## config.mk

```make
export PLATFORM = sky130hd
export DESIGN_NAME = spi_arbiter_flat
export DESIGN_NICKNAME = d
export VERILOG_FILES = /design/src/rtl/spi_arbiter_pkg.sv /design/src/rtl/spi_arbiter_if.sv /design/src/rtl/spi_arbiter_rr_arb2.sv /design/src/rtl/spi_arbiter.sv /design/src/flat_wrapper.sv
export SDC_FILE = /design/constraint.sdc
export NUM_CORES = 1
export LEC_CHECK = 0
export BUFFER_PORTS_ARGS = -buffer_cell sky130_fd_sc_hd__clkbuf_2
export CORE_MARGIN = 2
export CORE_UTILIZATION = 49
export DETAILED_ROUTE_END_ITERATION = 16
export GPL_TIMING_DRIVEN = 0
export PLACE_DENSITY = 0.81
export SLEW_MARGIN = 20
export SYNTH_ARGS = -nofsm -noshare
export SYNTH_HDL_FRONTEND = slang
export SYNTH_SLANG_ARGS = --single-unit
```

## constraint.sdc

```tcl
create_clock -name i_clk -period 1.9 [get_ports i_clk]
set_clock_uncertainty 0.2 [all_clocks]
set_input_delay 0.38 -clock i_clk [delete_from_list [all_inputs] [get_ports i_clk]]
set_output_delay 0.38 -clock i_clk [all_outputs]
set_load 0.05 [all_outputs]
```

## src/rtl/spi_arbiter_pkg.sv

```systemverilog
// Shared definitions for the SPI arbiter slice.
// Contents: default parameter values and the arbiter FSM state encoding.
package spi_arbiter_pkg;

  localparam int DEF_BITS = 16;  // frame width, matches the attached SPIMaster
  localparam int DEF_TMO  = 64;  // cycles allowed from spi_start until spi_working rises
  localparam int DEF_GAPN = 2;   // idle cycles enforced between transactions

  typedef enum logic [2:0] {
    ST_IDLE      = 3'd0,
    ST_START     = 3'd1,
    ST_WAIT_BUSY = 3'd2,
    ST_WAIT_DONE = 3'd3,
    ST_GAP       = 3'd4
  } state_t;

endpackage

```

## src/rtl/spi_arbiter_if.sv

```systemverilog
// Bundle of requester handshakes plus the SPIMaster-facing bus.
// slave  : arbiter side (takes requests, drives acks/dones/rx and the SPIMaster controls)
// master : requester / SPIMaster side (drives requests, tx words and SPIMaster status)
interface spi_arbiter_if #(
  parameter int BITS = 16
);
  logic            req0, req1;
  logic [BITS-1:0] tx0, tx1;
  logic            ack0, ack1;
  logic            done0, done1;
  logic [BITS-1:0] rx0, rx1;
  logic            spi_start;
  logic [BITS-1:0] spi_dataOut;
  logic [BITS-1:0] spi_dataIn;
  logic            spi_working;
  logic            sel;
  logic            err;

  modport slave (
    input  req0, req1, tx0, tx1, spi_dataIn, spi_working,
    output ack0, ack1, done0, done1, rx0, rx1, spi_start, spi_dataOut, sel, err
  );

  modport master (
    output req0, req1, tx0, tx1, spi_dataIn, spi_working,
    input  ack0, ack1, done0, done1, rx0, rx1, spi_start, spi_dataOut, sel, err
  );
endinterface

```

## src/rtl/spi_arbiter_rr_arb2.sv

```systemverilog
// Two-way round-robin grant with a last-served register.
// Ports: i_clk, i_rst_n (async, active-low), i_srst (sync soft reset),
//        i_req0/i_req1 requests, i_take (grant consumed this cycle),
//        o_valid (some request present), o_grant (index of winner).
module spi_rr_arb2 (
  input  logic i_clk,
  input  logic i_rst_n,
  input  logic i_srst,
  input  logic i_req0,
  input  logic i_req1,
  input  logic i_take,
  output logic o_valid,
  output logic o_grant
);
  logic r_last;

  // Winner selection: contested requests go to the one not served last.
  always_comb begin
    o_valid = i_req0 | i_req1;
    if (i_req0 && i_req1) begin
      o_grant = ~r_last;
    end else if (i_req1) begin
      o_grant = 1'b1;
    end else begin
      o_grant = 1'b0;
    end
  end

  // Last-served register; resets to 1 so requester 0 wins the first contest.
  always_ff @(posedge i_clk or negedge i_rst_n) begin
    if (!i_rst_n) begin
      r_last <= 1'b1;
    end else if (i_srst) begin
      r_last <= 1'b1;
    end else if (i_take) begin
      r_last <= o_grant;
    end else begin
      r_last <= r_last;
    end
  end
endmodule

```

## src/rtl/spi_arbiter.sv

```systemverilog
// Shares one SPIMaster between two requesters with round-robin arbitration,
// a start timeout and an enforced idle gap between transactions.
// Ports: i_clk, i_rst_n (async, active-low), i_srst (sync soft reset),
//        bus (spi_arbiter_if.slave): requester handshakes and SPIMaster bus.
// All outputs are registered.
module spi_arbiter
  import spi_arbiter_pkg::*;
#(
  parameter int BITS = DEF_BITS,
  parameter int TMO  = DEF_TMO,
  parameter int GAPN = DEF_GAPN
) (
  input  logic          i_clk,
  input  logic          i_rst_n,
  input  logic          i_srst,
  spi_arbiter_if.slave  bus
);
  localparam int CNT_MAX = (TMO > GAPN) ? TMO : GAPN;
  localparam int CNT_W   = $clog2(CNT_MAX + 1);

  state_t          r_state, w_state_nxt;
  logic [CNT_W-1:0] r_cnt, w_cnt_nxt;
  logic            r_ack0, r_ack1, r_done0, r_done1, r_start, r_err, r_sel;
  logic            w_ack0_nxt, w_ack1_nxt, w_done0_nxt, w_done1_nxt;
  logic            w_start_nxt, w_err_nxt, w_sel_nxt;
  logic [BITS-1:0] r_dout, w_dout_nxt;
  logic [BITS-1:0] r_rx0, r_rx1;
  logic            w_cap0, w_cap1;
  logic            w_take, w_valid, w_grant;

  spi_rr_arb2 u_arb (
    .i_clk   (i_clk),
    .i_rst_n (i_rst_n),
    .i_srst  (i_srst),
    .i_req0  (bus.req0),
    .i_req1  (bus.req1),
    .i_take  (w_take),
    .o_valid (w_valid),
    .o_grant (w_grant)
  );

  // Next-state and next-output logic; strobes default low every cycle.
  always_comb begin
    w_state_nxt = r_state;
    w_cnt_nxt   = r_cnt;
    w_ack0_nxt  = 1'b0;
    w_ack1_nxt  = 1'b0;
    w_done0_nxt = 1'b0;
    w_done1_nxt = 1'b0;
    w_start_nxt = 1'b0;
    w_err_nxt   = 1'b0;
    w_sel_nxt   = r_sel;
    w_dout_nxt  = r_dout;
    w_cap0      = 1'b0;
    w_cap1      = 1'b0;
    w_take      = 1'b0;
    case (r_state)
      ST_IDLE: begin
        if (w_valid) begin
          w_take      = 1'b1;
          w_sel_nxt   = w_grant;
          w_dout_nxt  = w_grant ? bus.tx1 : bus.tx0;
          w_ack0_nxt  = ~w_grant;
          w_ack1_nxt  = w_grant;
          w_state_nxt = ST_START;
        end else begin
          w_state_nxt = ST_IDLE;
        end
      end
      ST_START: begin
        w_start_nxt = 1'b1;
        w_cnt_nxt   = '0;
        w_state_nxt = ST_WAIT_BUSY;
      end
      ST_WAIT_BUSY: begin
        if (bus.spi_working) begin
          w_state_nxt = ST_WAIT_DONE;
        end else if (r_cnt == CNT_W'(TMO - 1)) begin
          // Timeout still closes the transaction so the requester is released.
          w_err_nxt   = 1'b1;
          w_done0_nxt = ~r_sel;
          w_done1_nxt = r_sel;
          w_cnt_nxt   = '0;
          w_state_nxt = ST_GAP;
        end else begin
          w_cnt_nxt = r_cnt + 1'b1;
        end
      end
      ST_WAIT_DONE: begin
        if (!bus.spi_working) begin
          w_cap0      = ~r_sel;
          w_cap1      = r_sel;
          w_done0_nxt = ~r_sel;
          w_done1_nxt = r_sel;
          w_cnt_nxt   = '0;
          w_state_nxt = ST_GAP;
        end else begin
          w_state_nxt = ST_WAIT_DONE;
        end
      end
      ST_GAP: begin
        // GAPN == 0 still spends one cycle here.
        if ((GAPN == 0) || (r_cnt == CNT_W'(GAPN - 1))) begin
          w_cnt_nxt   = '0;
          w_state_nxt = ST_IDLE;
        end else begin
          w_cnt_nxt = r_cnt + 1'b1;
        end
      end
      default: begin
        w_cnt_nxt   = '0;
        w_state_nxt = ST_IDLE;
      end
    endcase
  end

  // FSM state, counter and registered control outputs.
  always_ff @(posedge i_clk or negedge i_rst_n) begin
    if (!i_rst_n) begin
      r_state <= ST_IDLE;
      r_cnt   <= '0;
      r_ack0  <= 1'b0;
      r_ack1  <= 1'b0;
      r_done0 <= 1'b0;
      r_done1 <= 1'b0;
      r_start <= 1'b0;
      r_err   <= 1'b0;
      r_sel   <= 1'b0;
      r_dout  <= '0;
    end else if (i_srst) begin
      r_state <= ST_IDLE;
      r_cnt   <= '0;
      r_ack0  <= 1'b0;
      r_ack1  <= 1'b0;
      r_done0 <= 1'b0;
      r_done1 <= 1'b0;
      r_start <= 1'b0;
      r_err   <= 1'b0;
      r_sel   <= 1'b0;
      r_dout  <= '0;
    end else begin
      r_state <= w_state_nxt;
      r_cnt   <= w_cnt_nxt;
      r_ack0  <= w_ack0_nxt;
      r_ack1  <= w_ack1_nxt;
      r_done0 <= w_done0_nxt;
      r_done1 <= w_done1_nxt;
      r_start <= w_start_nxt;
      r_err   <= w_err_nxt;
      r_sel   <= w_sel_nxt;
      r_dout  <= w_dout_nxt;
    end
  end

  // Per-requester receive capture, held until that requester's next done.
  always_ff @(posedge i_clk or negedge i_rst_n) begin
    if (!i_rst_n) begin
      r_rx0 <= '0;
      r_rx1 <= '0;
    end else if (i_srst) begin
      r_rx0 <= '0;
      r_rx1 <= '0;
    end else begin
      r_rx0 <= w_cap0 ? bus.spi_dataIn : r_rx0;
      r_rx1 <= w_cap1 ? bus.spi_dataIn : r_rx1;
    end
  end

  assign bus.ack0        = r_ack0;
  assign bus.ack1        = r_ack1;
  assign bus.done0       = r_done0;
  assign bus.done1       = r_done1;
  assign bus.spi_start   = r_start;
  assign bus.err         = r_err;
  assign bus.sel         = r_sel;
  assign bus.spi_dataOut = r_dout;
  assign bus.rx0         = r_rx0;
  assign bus.rx1         = r_rx1;
endmodule

```

## src/flat_wrapper.sv

```systemverilog
// flat-port wrapper written by rule: the top's interface ports become plain ports
module spi_arbiter_flat import spi_arbiter_pkg::*;
#(
  parameter int BITS = DEF_BITS,
  parameter int TMO  = DEF_TMO,
  parameter int GAPN = DEF_GAPN
)
  (i_clk, i_rst_n, i_srst, bus_req0, bus_req1, bus_tx0, bus_tx1, bus_spi_dataIn, bus_spi_working, bus_ack0, bus_ack1, bus_done0, bus_done1, bus_rx0, bus_rx1, bus_spi_start, bus_spi_dataOut, bus_sel, bus_err);
  spi_arbiter_if #(.BITS(BITS)) bus_i ();
  input  logic i_clk;
  input  logic i_rst_n;
  input  logic i_srst;
  input wire logic [$bits(bus_i.req0)-1:0] bus_req0;
  input wire logic [$bits(bus_i.req1)-1:0] bus_req1;
  input wire logic [$bits(bus_i.tx0)-1:0] bus_tx0;
  input wire logic [$bits(bus_i.tx1)-1:0] bus_tx1;
  input wire logic [$bits(bus_i.spi_dataIn)-1:0] bus_spi_dataIn;
  input wire logic [$bits(bus_i.spi_working)-1:0] bus_spi_working;
  output wire logic [$bits(bus_i.ack0)-1:0] bus_ack0;
  output wire logic [$bits(bus_i.ack1)-1:0] bus_ack1;
  output wire logic [$bits(bus_i.done0)-1:0] bus_done0;
  output wire logic [$bits(bus_i.done1)-1:0] bus_done1;
  output wire logic [$bits(bus_i.rx0)-1:0] bus_rx0;
  output wire logic [$bits(bus_i.rx1)-1:0] bus_rx1;
  output wire logic [$bits(bus_i.spi_start)-1:0] bus_spi_start;
  output wire logic [$bits(bus_i.spi_dataOut)-1:0] bus_spi_dataOut;
  output wire logic [$bits(bus_i.sel)-1:0] bus_sel;
  output wire logic [$bits(bus_i.err)-1:0] bus_err;
  assign bus_i.req0 = bus_req0;
  assign bus_i.req1 = bus_req1;
  assign bus_i.tx0 = bus_tx0;
  assign bus_i.tx1 = bus_tx1;
  assign bus_i.spi_dataIn = bus_spi_dataIn;
  assign bus_i.spi_working = bus_spi_working;
  assign bus_ack0 = bus_i.ack0;
  assign bus_ack1 = bus_i.ack1;
  assign bus_done0 = bus_i.done0;
  assign bus_done1 = bus_i.done1;
  assign bus_rx0 = bus_i.rx0;
  assign bus_rx1 = bus_i.rx1;
  assign bus_spi_start = bus_i.spi_start;
  assign bus_spi_dataOut = bus_i.spi_dataOut;
  assign bus_sel = bus_i.sel;
  assign bus_err = bus_i.err;
  spi_arbiter #(.BITS(BITS), .TMO(TMO), .GAPN(GAPN)) u_core (.i_clk(i_clk), .i_rst_n(i_rst_n), .i_srst(i_srst), .bus(bus_i));
endmodule
```

## Yosys cells after proc, flatten, opt, wreduce, memory -nomap -nowiden

Cells that the tools add are included.

- $add $sub $neg: 1
- Equality and inequality tests: 11
- Multiplexer cells: 54
- Bitwise logic cells: 4
- Reduce and logical (&&, ||, !) cells: 10

Operator list:

| cell | number |
|---|---|
| $mux 16 | 8 |
| $mux 7 | 5 |
| $mux 1 | 32 |
| $pmux 7 s4 | 1 |
| $mux 3 | 5 |
| $pmux 3 s5 | 1 |
| $reduce_bool 2->1 | 5 |
| $add 7x1->7 const B | 1 |
| $eq 7x1->1 const B | 1 |
| $eq 7x6->1 const B | 1 |
| $eq 3x2->1 const B | 2 |
| $ne 3x3->1 const B | 2 |
| $ne 4x3->1 const B | 1 |
| $pmux 1 s2 | 2 |
| $reduce_and 2->1 | 2 |
| $eq 3x1->1 const B | 1 |
| $eq 3x3->1 const B | 1 |
| $logic_not 3->1 | 1 |
| $ne 3x2->1 const B | 1 |
| $not 1->1 | 3 |
| $reduce_and 3->1 | 1 |
| $ne 2x2->1 const B | 1 |
| $logic_and 1x1->1 | 1 |
| $or 1x1->1 | 1 |

- Bits in registers: 66
- Input bits: 54
- Output and inout port bits: 55
- Word-level logic and storage cells: 93

## Depth between registers and ports, before layout

Gate-level depths: netlist (run 1).

- Word-level depth: 6
- Depth in mapped cells: 7
- Mapped depth without buffers: 6

## Hierarchy

From an unflattened synthesis (run 1), not the netlist that was laid out.

- Cells, all modules: 304
- Area, all modules: 2984.1 um2

By module, submodules not included:

| module | times used | cells an instance | area an instance (um2) | sequential area each (um2) |
|---|---|---|---|---|
| spi_arbiter | 1 | 299 | 2929.1 | 1626.6 |
| spi_rr_arb2 | 1 | 5 | 55.1 | 26.3 |

## Worst setup path after synthesis (run 1)

Ideal clock, no wire load.

- Path type: flip-flop to flip-flop
- Start: register u_core.r_state[2]
- End: register u_core.r_dout[6] (netlist: u_core.bus.spi_dataOut[6])
- Setup time: 0.128 ns
- Data arrival time: 1.419 ns
- Data required time: 1.572 ns
- Path slack: 0.153 ns
- Stages on the path, launching flop included: 7
- Path buffers: 2
- Clock period less this slack: 1.747 ns
- Path through: dfrtp_1 > nor3_2 > o21ai_1 > nor2b_1 > buf_2 > buf_6 > mux2_1

- Cells in the longest elaborated chain, start to end: 3

Ends and longest elaborated chain:

| item | RTL line | RTL |
|---|---|---|
| start: declaration | spi_arbiter.sv:21 | `state_t r_state, w_state_nxt;` |
| start signal: assignment | spi_arbiter.sv:142 | `r_state <= w_state_nxt;` |
| $logic_not 3->1 | spi_arbiter.sv:57 | `case (r_state)` |
| $reduce_bool 2->1 (no source line) | - |  |
| $reduce_and 2->1 (no source line) | - |  |
| end signal: assignment | spi_arbiter.sv:151 | `r_dout <= w_dout_nxt;` |
| end: declaration | spi_arbiter.sv:26 | `logic [BITS-1:0] r_dout, w_dout_nxt;` |

No other way between the ends.
A chain may end at the register's enable or synchronous reset.

## Final worst setup path (run 1)

- Start: register u_core.r_state[1]
- End: register u_core.r_cnt[3]

- Cells in the longest elaborated chain, start to end: 3
- Elaborated cells between the ends (all ways): 10
- Those cells by class: 6 x eq/ne; 2 x mux; 2 x reduce/logical

Ends and longest elaborated chain:

| item | RTL line | RTL |
|---|---|---|
| $eq 3x3->1 (tied with other cells) | spi_arbiter.sv:57 |  |
| $pmux 7 s4 (tied with other cells) | spi_arbiter.sv:57 |  |
| $mux 7 or $reduce_and 3->1 (tied branches) | - |  |
| end signal: assignment | spi_arbiter.sv:143 | `r_cnt <= w_cnt_nxt;` |
| end: declaration | spi_arbiter.sv:22 | `logic [CNT_W-1:0] r_cnt, w_cnt_nxt;` |

Parallel ways exist; a longest one is shown, timed or not.

==> run metrics, run 1 <==
Fmax achieved=538 MHz; data required time of the worst path=1.95 ns; area post-placement=3630 µm²; crit path launch type=register; footprint of the flip-flops and latches=1660 µm²; register bit total from synthesis=66; yosys warns=0; HPWL after DPL=4860 µm; routability-driven placement congestion ratio=0.849; instance count of the mapped netlist=257; Setup Crit Path Kind=reg2reg; DRT iter0 DRCs=90; core footprint=5890 µm²; Peak supply drop=760 µV; Post-synth top flop=dfrtp_1; maximum buffer depth of the clock tree=2; final count of hold timing violations=0; layout net count=438; Final Max Slew Viols=0; aggregate global-route resource usage=0.204; Filler Cell Count=474; total vias in the final route=2430; vias in the first global route=2302; crit-path max FO=6; cell type of the slowest stage on the worst timing path=or4b_4; number of clock sinks seen by CTS=66; smallest setup slack after layout=0.0423 ns; chip width=81.9 µm; largest net degree at the start of global routing=39; power density over cell area=843 nW/µm²; sequential fraction of the synthesis area=0.556; final setup violating endpoints=0; cell leakage power=2.09 nW; ratio of final minimum period to clock period=0.978; post-route cell area=3950 µm²; crit end category=register; drt first pass iters=5; outcome=finished, final reports clean; Min-Delay Startpoint=bus_tx1[3]; max-cap check violation count=0; overall routed net length=6730 µm; cell types occupying the most area after synthesis=dfrtp_1 (55%), mux2i_1 (11%), nor2_1 (5.0%); post-synth cell types=43; final critical delay including setup and external delays=1.86 ns; post-synthesis net count=313; clock root cell=clkbuf_8; wire length of the first global-routing pass=10500 µm; average instance area after synthesis=11.6 µm²; Post-synth EDFFs=0; final antenna diode count=0; detail-routed via count per cell=5.26; share of cells above drive strength 1=0.437; area of the multi-input gates=1290 µm²; worst setup slack before clock tree synthesis=-0.123 ns; Crit Reg-Reg Startpoint=u_core.r_state[1]; number of antenna-violating nets in the routed design=0; DRC violations left=0; arrival time at the worst endpoint=1.91 ns; share of the synthesized area in the top cell type=0.547; worst slew slack as a fraction of its limit=0.682; maximum cell stage delay along the critical path=0.48 ns; actual transition at the worst max-transition pin=0.478 ns; cell type contributing the most total cell area after synthesis=dfrtp_1; setup repair after global routing missed its margin=true; worst hold path type=in2reg; beginning of the critical path=u_core.r_state[1]; initial antenna violation count=0; remaining global-route overflow=0; worst hold slack=0.0673 ns; Port Buffer Count=108; fraction of registers with async set/reset=1.00; cts bufs inserted=9; height of the chip=81.9 µm; CTS tree=yes; floorplan die area=6710 µm²; total number of H-tree levels=3; area of the mapped netlist=2970 µm²; initial core utilization=0.505; worst skew pair latency=0.34 ns; ports placed on the boundary=109; Row Count=28; Synth-to-Final Area Change=32.7%; cell-by-cell listing of the critical path=buf_4 > or4b_4 > a21oi_4 > o21ai_1 > o211ai_1; clock slew seen by the registers of the worst setup and hold paths=0.07 ns; wire length per cell after detailed routing=14.6 µm
[worst paths after layout]
path | end | slack, ns | depth (start not counted)
max in group asynchronous | u_core.u_arb.r_last | 0.56 | 3
max | u_core.r_cnt[3] | 0.04 | 5
max reg2reg | u_core.r_cnt[3] | 0.04 | 5
min | u_core.bus.spi_dataOut[3] | 0.07 | 2
min reg2reg | u_core.u_arb.r_last | 0.29 | 2
min in group asynchronous | u_core.bus.rx0[5] | 0.33 | 2
[what timing repair did]
| item | CTS | global route |
|---|---|---|
| cloned | 0 | 0 |
| pin swaps | 1 | 3 |
| buffers inserted | 0 | 5 |
| hold buffers | 1 | 0 |
| endpoints found under the setup margin | 11 | 39 |
| hold endpoints to repair | 28 | 0 |
| gates resized for setup | 5 | 20 |
[per-stage QoR]
stage	setup TNS, ns	utilization	std cells	total power, mW
after floorplan	0	-	257	2.01
final	0	0.670	462	3.33
after global routing	-0.102	0.670	462	3.47
after detailed placement	-0.551	0.617	441	2.23
after CTS	-0.0164	0.651	458	3.31
after global placement	-10.0	0.613	440	2.21
[placed cells by master (no fill, tap or decap), types with 3 or more instances in the layout]
master / synthesis / final
or2_2: 4 / 4
clkbuf_1: 5 / 6
inv_1: 6 / 6
mux2i_1: 32 / 31
dfrtp_2: 0 / 3
buf_6: 2 / 4
nand2_1: 10 / 10
a21oi_1: 8 / 5
nor2_1: 40 / 39
o211ai_1: 3 / 3
o21ai_1: 4 / 5
nor2b_1: 4 / 3
and2_1: 8 / 8
nand2b_1: 3 / 3
a221o_1: 6 / 6
buf_4: 3 / 5
dfrtp_1: 65 / 62
clkbuf_8: 0 / 11
a22o_1: 10 / 10
mux2_2: 8 / 8
clkbuf_2: 0 / 107
[worst max-delay path, delay by kind of cell (launching register included)]
kind            cells  cell delay, ns
buf+inv             1            0.14
simple gates        1            0.48
flops               1            0.43
compound gates      3            0.53
[registers in the layout, summed over array words and instances, names as in the netlist]
| register | count |
|---|---|
| u_core.bus.ack0 | 1 |
| u_core.bus.ack1 | 1 |
| u_core.bus.done0 | 1 |
| u_core.bus.done1 | 1 |
| u_core.bus.err | 1 |
| u_core.bus.rx0 | 16 |
| u_core.bus.rx1 | 16 |
| u_core.bus.sel | 1 |
| u_core.bus.spi_dataOut | 16 |
| u_core.bus.spi_start | 1 |
| u_core.r_cnt | 7 |
| u_core.r_state | 3 |
| u_core.u_arb.r_last | 1 |
[power by group]
| part | internal [mW] | total, mW | switching [mW] |
|---|---|---|---|
| Clock | 0.543 | 1.08 | 0.532 |
| Combinational | 0.246 | 0.711 | 0.465 |
| Sequential | 1.49 | 1.54 | 0.0544 |
| Total | 2.28 | 3.33 | 1.05 |
[synthesized netlist by cell type, types with 2 or more instances]
| cell type | number |
|---|---|
| a211oi_1 | 2 |
| a21oi_1 | 8 |
| a221o_1 | 6 |
| a22o_1 | 10 |
| and2_1 | 8 |
| buf_2 | 2 |
| buf_4 | 3 |
| buf_6 | 2 |
| clkbuf_1 | 5 |
| dfrtp_1 | 65 |
| ha_1 | 2 |
| inv_1 | 6 |
| mux2_1 | 2 |
| mux2_2 | 8 |
| mux2i_1 | 32 |
| nand2_1 | 10 |
| nand2b_1 | 3 |
| nand3_1 | 2 |
| nor2_1 | 40 |
| nor2b_1 | 4 |
| nor3_1 | 2 |
| nor4_1 | 3 |
| o2111ai_1 | 2 |
| o211ai_1 | 3 |
| o21ai_0 | 3 |
| o21ai_1 | 4 |
| or2_2 | 4 |
[cell type report]
type,count,share of cell area
multi-input combinational,173,0.328
buffer,11,0.0225
clock buffer,12,0.0393
timing repair buffer,115,0.155
tap,75,0.0238
inverter,6,0.00571
sequential,66,0.420
clock inverter,4,0.00666
[routing by layer]
metal,vias to the layer above,share of wire,track usage
li1,1159,-,-
met1,1160,0.43,0.256
met2,100,0.48,0.335
met3,11,0.073,0.0527
met4,0,0.016,0.0833
met5,-,0,0
[logic make-up (layout without fill, tap and decap cells)]
family,after synthesis,count (layout),synth area share
multiplexers,42,42,0.146
adder cells (fa/ha/maj),2,2,0.00841
flip-flops,66,66,0.556
buffers and inverters,18,148,0.0324
AO/OA/AOI/OAI,44,44,0.111
XOR/XNOR,1,1,0.00295
AND/OR/NAND/NOR,84,84,0.144
(Power assumes the default switching activity.)
==> run 2, diff against run 1 <==
- SYNTH_HIERARCHICAL: default -> 1
==> run 2 against run 1 <==
Critical endpoint is now u_core/r_cnt[2]. Sequential share of layout area is 1.9 points lower. Sequential power is essentially flat. Fmax decreased by 1.3%. Critical path type unchanged. Hold slack got worse by 0.0076 ns. Via count up 12%. Total power is 12% higher. Flip-flop and latch count unchanged. Utilization grew 2.8 points.
==> run metrics, run 2 <==
maximum buffer depth of the clock tree=2; number of clock sinks seen by CTS=66; Post-synth EDFFs=0; Synth-to-Final Area Change=38.5%; aggregate global-route resource usage=0.232; share of the core filled with cells in the final layout=0.698; clock slew seen by the registers of the worst setup and hold paths=0.08 ns; arrival time at the worst endpoint=1.91 ns; overall routed net length=7590 µm; clock root cell=clkbuf_8; post-synth cell types=41; sequential fraction of the synthesis area=0.554; leading cell types in the layout, fill and taps excluded=clkbuf_2 (107), nand2_1 (74), dfrtp_1 (63), a21oi_1 (35), nor2_1 (23); instance count of the mapped netlist=304; share of cells above drive strength 1=0.403; wire length per cell after detailed routing=14.8 µm; initial antenna violation count=0; crit path launch type=register; DRT iter0 DRCs=144; cell types occupying the most area after synthesis=dfrtp_1 (55%), nand2_1 (9.3%), a21oi_1 (6.2%); Fmax achieved=531 MHz; layout net count=490; Setup Crit Path Kind=reg2reg; wire length of the first global-routing pass=11700 µm; Row Count=28; most common cell after layout, fill and taps aside=clkbuf_2; share of the synthesized area in the top cell type=0.545; DRC violations left=0; Filler Cell Count=444; final antenna diode count=0; worst hold path type=in2reg; number of antenna-violating nets in the routed design=0; final critical delay including setup and external delays=1.88 ns; register bit total from synthesis=66; total vias in the final route=2718; vias in the first global route=2614; cell type contributing the most total cell area after synthesis=dfrtp_1; data required time of the worst path=1.93 ns; area of the mapped netlist=2980 µm²; drt first pass iters=4; worst slew slack as a fraction of its limit=0.608; Peak supply drop=579 µV; outcome=finished, final reports clean; cts bufs inserted=9; chip width=82.0 µm; total number of H-tree levels=3; max-cap check violation count=0; CTS tree=yes; ports placed on the boundary=109; final count of hold timing violations=0; yosys warns=6; fraction of registers with async set/reset=1.00; initial core utilization=0.504; setup repair after global routing missed its margin=true; area post-placement=3640 µm²; HPWL after DPL=5300 µm; floorplan die area=6730 µm²; actual transition at the worst max-transition pin=0.589 ns; number of cells in the finished layout apart from fillers=514; Setup TNS Final=0 ns; largest net degree at the start of global routing=35; remaining global-route overflow=0; Final Max Slew Viols=0; post-route cell area=4130 µm²; ratio of final minimum period to clock period=0.991; Post-synth top flop=dfrtp_1; most frequent cells after synthesis=nand2_1 (74), dfrtp_1 (65), a21oi_1 (37), nor2_1 (23), a211oi_1 (17); cell leakage power=1.98 nW; leading cell type by number of instances after synthesis=nand2_1; worst skew pair latency=0.34 ns; detail-routed via count per cell=5.29; power density over cell area=900 nW/µm²; routability-driven placement congestion ratio=0.798; crit end category=register; average instance area after synthesis=9.82 µm²; crit-path max FO=6; final setup violating endpoints=0; Port Buffer Count=108; post-synthesis net count=360; core footprint=5920 µm²; height of the chip=82.0 µm; number of instances in the placed design=488
[run 2: changes by cell type after synthesis, moves of 6 or more]
| cell | delta |
|---|---|
| a22o_1 | -9 |
| a211oi_1 | +15 |
| mux2i_1 | -16 |
| a21oi_1 | +29 |
| nand2_1 | +64 |
| nor2_1 | -17 |
| mux2_2 | -8 |
| and2_1 | -7 |
| buf_2 | +6 |
[run 2: metrics by stage]
step	hold slack [ns]	total power, mW	setup WS, ns
floorplan	-0.116	2.07	0.0232
global placement	0.305	2.29	-0.139
detailed placement	0.199	2.31	-0.204
CTS	0.0393	3.69	0.000502
global route	0.0539	3.88	-0.0423
finish	0.0597	3.72	0.0179
[run 2: path summary, 6_finish.rpt]
check,startpoint,endpoint,slack [ns],cells past startpoint
min in group asynchronous,i_rst_n,u_core/bus.rx0[3],0.35,2
worst max-delay path,u_core/r_cnt[2],u_core/r_cnt[2],0.02,5
worst max register to register,u_core/r_cnt[2],u_core/r_cnt[2],0.02,5
worst min-delay path,bus_spi_dataIn[9],u_core/bus.rx0[9],0.06,3
max in group asynchronous,i_rst_n,u_core/bus.spi_dataOut[3],0.60,3
worst min register to register,u_core/bus.rx0[0],u_core/bus.rx0[0],0.33,2
[run 2: layer usage]
metal	part of all wire	global-route usage	vias up
li1	-	-	1304
met1	0.41	0.285	1296
met2	0.50	0.394	109
met3	0.066	0.0462	9
met4	0.015	0.105	0
met5	0	0	-
[run 2: repair_timing]
item	4_1_cts	5_1_grt
pin swaps	6	5
hold buffers	1	0
resized for setup	15	36
setup endpoints to repair	24	41
buffers inserted	6	4
hold endpoints to repair	32	0
[run 2: area by class of cell]
class	count	area, µm²	share of cell area
plain buffers	19	140	0.0339
clock buffers	9	124	0.0300
repair buffers	120	648	0.157
multi-input cells	214	1360	0.328
inverters	4	15.0	0.00363
clock inverters	7	101	0.0245
flip-flops and latches	66	1660	0.401
well taps	75	93.8	0.0227
[run 2: cells by family (layout without fill, tap and decap cells)]
kind of cell | count (synthesis) | count (layout) | share of synthesized area
and+or+nand+nor | 125 | 125 | 0.191
AOI/OAI and AO/OA | 71 | 71 | 0.154
DFF | 66 | 66 | 0.554
buffers and inverters | 24 | 159 | 0.0386
muxes | 16 | 16 | 0.0537
adders and majority gates | 2 | 2 | 0.00838
[run 2: power breakdown]
part,internal [mW],switching [mW]
clock network,0.749,0.580
logic,0.287,0.565
registers,1.48,0.0527
[run 2: worst max-delay path, stage by stage (launching register included)]
cell and delay [ns]:
dfrtp_1 0.53, nand3_4 0.14, or3_4 0.37, a21oi_4 0.17, nor3_4 0.06, a221o_1 0.30
